### src/rtl/reg16_pkg.sv
// reg16_pkg: shared types and field layout for the SDMA boundary/block-size write arbiter.
package reg16_pkg;
  typedef enum logic [1:0] {IDLE, ISSUE, WAIT, DONE} state_t;
  localparam int DW = 15;
  localparam int BSIZE_LSB = 0;
  localparam int BSIZE_W = 12;
  localparam int BUFFB_LSB = 12;
  localparam int BUFFB_W = 3;
  localparam int NREQ = 3;
endpackage

### src/rtl/rr_arb3.sv
// rr_arb3: combinational three-way round-robin pick starting at ptr.
module rr_arb3
  import reg16_pkg::*;
(
  input  logic [NREQ-1:0] req,
  input  logic [1:0]      ptr,
  output logic            valid,
  output logic [1:0]      idx
);
  logic [1:0] p0, p1, p2;
  assign p0 = ptr == 2'd3 ? 2'd0 : ptr;
  assign p1 = p0 == 2'd2 ? 2'd0 : p0 + 2'd1;
  assign p2 = p1 == 2'd2 ? 2'd0 : p1 + 2'd1;
  assign valid = |req;
  assign idx = req[p0] ? p0 : req[p1] ? p1 : p2;
endmodule

### src/rtl/reg16_004_write_arbiter.sv
// reg16_004_write_arbiter: round-robin arbiter issuing one register write at a time and reporting done/err.
module reg16_004_write_arbiter
  import reg16_pkg::*;
#(
  parameter int TIMEOUT = 8
) (
  input  logic                clk,
  input  logic                rst,
  input  logic [NREQ-1:0]     req,
  input  logic [DW-1:0]       wdata0,
  input  logic [DW-1:0]       wdata1,
  input  logic [DW-1:0]       wdata2,
  output logic [NREQ-1:0]     gnt,
  output logic [NREQ-1:0]     done,
  output logic                err,
  output logic                busy,
  output logic [NREQ-1:0]     reg_enb,
  output logic [BSIZE_W-1:0]  reg_bsize,
  output logic [BUFFB_W-1:0]  reg_sdmabuffb,
  input  logic                reg_ack,
  input  logic                reg_busy
);
  localparam int CW = TIMEOUT > 1 ? $clog2(TIMEOUT) : 1;
  state_t state;
  logic [1:0] idx, ptr, pick;
  logic valid, eflag;
  logic [DW-1:0] payload;
  logic [CW-1:0] cnt;
  logic [NREQ-1:0] oh;
  rr_arb3 u_arb (.req(req), .ptr(ptr), .valid(valid), .idx(pick));
  always_ff @(posedge clk) begin
    if (rst) begin
      state <= IDLE;
      idx <= '0;
      ptr <= '0;
      payload <= '0;
      cnt <= '0;
      eflag <= 1'b0;
    end else begin
      case (state)
        IDLE: if (valid) begin
          idx <= pick;
          payload <= pick == 2'd0 ? wdata0 : pick == 2'd1 ? wdata1 : wdata2;
          state <= ISSUE;
        end
        ISSUE: begin
          eflag <= reg_busy;
          cnt <= '0;
          state <= WAIT;
        end
        // ack is only trusted here, after the register has captured the payload
        WAIT: if (reg_ack) state <= DONE;
          else if (cnt == CW'(TIMEOUT - 1)) begin
            eflag <= 1'b1;
            state <= DONE;
          end else cnt <= cnt + 1'b1;
        DONE: begin
          ptr <= idx == 2'd2 ? 2'd0 : idx + 2'd1;
          eflag <= 1'b0;
          state <= IDLE;
        end
        default: state <= IDLE;
      endcase
    end
  end
  assign oh = NREQ'(3'b001 << idx);
  assign busy = state != IDLE;
  assign gnt = busy ? oh : '0;
  assign reg_enb = state == ISSUE ? oh : '0;
  assign done = state == DONE ? oh : '0;
  assign err = state == DONE && eflag;
  assign reg_bsize = payload[BSIZE_LSB +: BSIZE_W];
  assign reg_sdmabuffb = payload[BUFFB_LSB +: BUFFB_W];
endmodule
### config.mk
export PLATFORM = sky130hd
export DESIGN_NAME = reg16_004_write_arbiter
export DESIGN_NICKNAME = d
export VERILOG_FILES = /design/src/rtl/reg16_pkg.sv /design/src/rtl/rr_arb3.sv /design/src/rtl/reg16_004_write_arbiter.sv
export SDC_FILE = /design/constraint.sdc
export NUM_CORES = 1
export LEC_CHECK = 0
export BUFFER_PORTS_ARGS = -buffer_cell sky130_fd_sc_hd__buf_2
export CORE_MARGIN = 4
export CORE_UTILIZATION = 45
export DETAILED_ROUTE_END_ITERATION = 6
export MAX_ROUTING_LAYER = met4
export PLACE_DENSITY = 0.79
export SLEW_MARGIN = 20
export SYNTH_ARGS = -nofsm -noshare
export SYNTH_HDL_FRONTEND = slang
export SYNTH_SLANG_ARGS = --single-unit
### constraint.sdc
create_clock -name clk -period 2.6 [get_ports clk]
set_input_delay 0.52 -clock clk [delete_from_list [all_inputs] [get_ports clk]]
set_output_delay 0.52 -clock clk [all_outputs]
set_load 0.1 [all_outputs]
==> impl_metrics.env <==
export IMPL_ant_nets=0
export IMPL_io_pins=78
export IMPL_worstPathMaxFanout=6
export IMPL_grt_pass1_vias=1506
export IMPL_yosysUniqueCellTypes=37
export IMPL_finalHoldViolations=0
export IMPL_async_flop_share_pct=0
export IMPL_dieArea_um2=4550
export IMPL_portBuffers=77
export IMPL_place_congestion=0.749
export IMPL_grt_start_max_net_pins=16
export IMPL_syn_num_nets=258
export IMPL_path_class="reg2out"
export IMPL_cpMostUsedCell="inv_1"
export IMPL_yosys_warnings=0
export IMPL_final_net_count=334
export IMPL_final_cell_area_um2=2040
export IMPL_grt_busiest_layer="met2"
export IMPL_die_w_um=67.5
export IMPL_h_tree_depth=1
export IMPL_timing_fmax_mhz=440
export IMPL_antenna_cells=0
export IMPL_syn_inst=198
export IMPL_grt_pass1_wl_um=6300
export IMPL_slew_headroom_pct=52.9
export IMPL_grt_antenna_before_repair=0
export IMPL_hp_class="reg2reg"
export IMPL_grt_usage_pct=17.9
export IMPL_powerDensity_nw_per_um2=1110
export IMPL_die_height_um=67.5
export IMPL_cp_required_ps=2080
export IMPL_dp_worst_setup_slack_ps=571
export IMPL_clk_pin_slew_ps=140
export IMPL_synth_top_area_share_pct=31.4
export IMPL_synth_seq_area_share_pct=31.4
export IMPL_clk_latency_ps=310
export IMPL_setup_viol=0
export IMPL_ys_ff_latch=25
export IMPL_cts_tree="yes"
export IMPL_cp_start_kind="register"
export IMPL_p_clk_share_pct=7.7
export IMPL_switching_share_pct=61.7
export IMPL_power_frac_comb_pct=67.4
export IMPL_use_met2_pct=31.3
export IMPL_critPathArrivalTime_ps=1750
export IMPL_synth_edf_count=0
export IMPL_rsz0062_at_grt="no"
export IMPL_critPathTopFamily="buffers and inverters"
export IMPL_fin_crit_sh_pct=87.3
export IMPL_grt_overflow=0
export IMPL_vias=1591
export IMPL_outcome="finished, final reports clean"
export IMPL_tightest_slew_ps=704
export IMPL_cap_violations=0
export IMPL_cts_buffers_inserted=3
export IMPL_ys_flop_type="dfxtp_1"
export IMPL_core_um2=3360
export IMPL_dr_first_iter_drc_count=53
export IMPL_syn_to_final_growth_pct=28.2
export IMPL_synth_area_leaders="dfxtp_1, mux2i_1, nand2b_1"
export IMPL_yosysMostFrequentCell="dfxtp_1"
export IMPL_rows=21
export IMPL_switchingPower_uw=1400
export IMPL_critical_path_buf_inv_count=3
export IMPL_drc=0
export IMPL_post_cts_buffers=0
export IMPL_netlist_area_um2=1590
export IMPL_slowest_stage="buf_2"
export IMPL_period_needed_ps=2270
export IMPL_irDropWorstVdd_uv=501
export IMPL_tns_ps=0
export IMPL_synth_avg_cell_area_um2=8.04
export IMPL_internal_power_uw=869
export IMPL_clock_path_buffers=2
export IMPL_place_area_um2=2010
export IMPL_cp_cell_sequence="inv_1 > ha_1 > inv_1 > and2_2 > buf_2"
export IMPL_dpl_hpwl_um=3120
export IMPL_cp_end_kind="primary output"
export IMPL_grt_use_met3_pct=2.00
export IMPL_drt_vias_per_instance=4.99
export IMPL_slowest_delay_ps=410
export IMPL_fin_ws_ps=329
export IMPL_netlist_top_cells_count="dfxtp_1, nand2_1, nand2b_1"
export IMPL_start_util_pct=47.3
export IMPL_clock_sinks=25
export IMPL_drive_gt1_share_pct=35.9
export IMPL_wire_per_inst_um=12.1
export IMPL_leakagePower_uw=0.000951
export IMPL_finClkSkew_ps=5.21
export IMPL_firstDrtPassIters=4
export IMPL_yosysTopAreaCell="dfxtp_1"
export IMPL_cts_root_buf="clkbuf_4"
export IMPL_ctsResizeCount=0
export IMPL_finalWirelength_um=3840
export IMPL_holdBufCountCts=0
export IMPL_grt_use_met1_pct=21.7
export IMPL_seqPwrFrac_pct=24.9
export IMPL_drv_slew=0
==> cell usage in the layout (no fill, tap or decap), types with 4 or more instances in the layout <==
cell and n:
a21oi_1 9, buf_2 77, buf_4 4, dfxtp_1 25
ha_1 8, inv_1 8, mux2i_1 15, nand2_1 23
nand2b_1 17, nor2_1 15, nor3b_2 4, o21ai_0 16
o21ai_1 14
==> through the flow <==
step | util [%] | hold slack (ps) | instances | total power, uW
6_report | 60.7 | 451 | 319 | 2270
5_1_grt | 60.7 | 453 | 319 | 2400
4_1_cts | 60.7 | 457 | 319 | 2290
3_5_place_dp | 59.8 | 438 | 315 | 2110
3_3_place_gp | 59.8 | 431 | 315 | 2090
2_1_floorplan | - | 452 | 198 | 1870
==> path summary, 6_finish.rpt <==
check	startpoint	slack, ps	cells past startpoint	to
max reg2reg	ptr[0]	550	8	payload[6]
min reg2reg	payload[14]	450	2	payload[14]
max	state[0]	330	5	gnt[1]
min	payload[14]	450	2	payload[14]
==> power groups by stage <==
| stage | sequential, uW | clock (uW) | combinational, uW |
|---|---|---|---|
| global placement | 573 | 0 | 1520 |
| detailed placement | 574 | 0 | 1540 |
| finish | 564 | 175 | 1530 |
| CTS | 566 | 182 | 1540 |
| global route | 581 | 196 | 1630 |
| floorplan | 1150 | 0 | 717 |
==> final cells by class <==
type / count / area (um2)
timing repair buffer: 81 / 415
clock inverter: 1 / 7.51
sequential: 25 / 500
inverter: 9 / 33.8
clock buffer: 3 / 22.5
tap: 46 / 57.6
multi-input combinational: 154 / 1000
fill: 344 / 1320
==> registers in the layout, summed over array words and instances (netlist names) <==
name	count
cnt	3
eflag	1
idx	2
payload	15
ptr	2
state	2
==> tightest hold or removal path, stage by stage (launching register included) <==
cell and delay, ps:
dfxtp_1 330, nand2_1 50, o21ai_1 50
==> logic make-up after synthesis <==
| family | after synthesis | synth area share, % |
|---|---|---|
| buffers and inverters | 19 | 7.15 |
| AOI/OAI and AO/OA | 52 | 19.9 |
| and+or+nand+nor | 79 | 25.8 |
| DFF | 25 | 31.4 |
| muxes | 15 | 9.43 |
| adders and majority gates | 8 | 6.29 |
==> metal layers <==
layer	wire, um	vias up	share of wire (%)
met4	43	0	1.1
met2	1960	34	51
met5	0	-	0
met3	126	4	3.3
met1	1710	717	45
li1	-	836	-
Power figures use the tool's default switching activity.
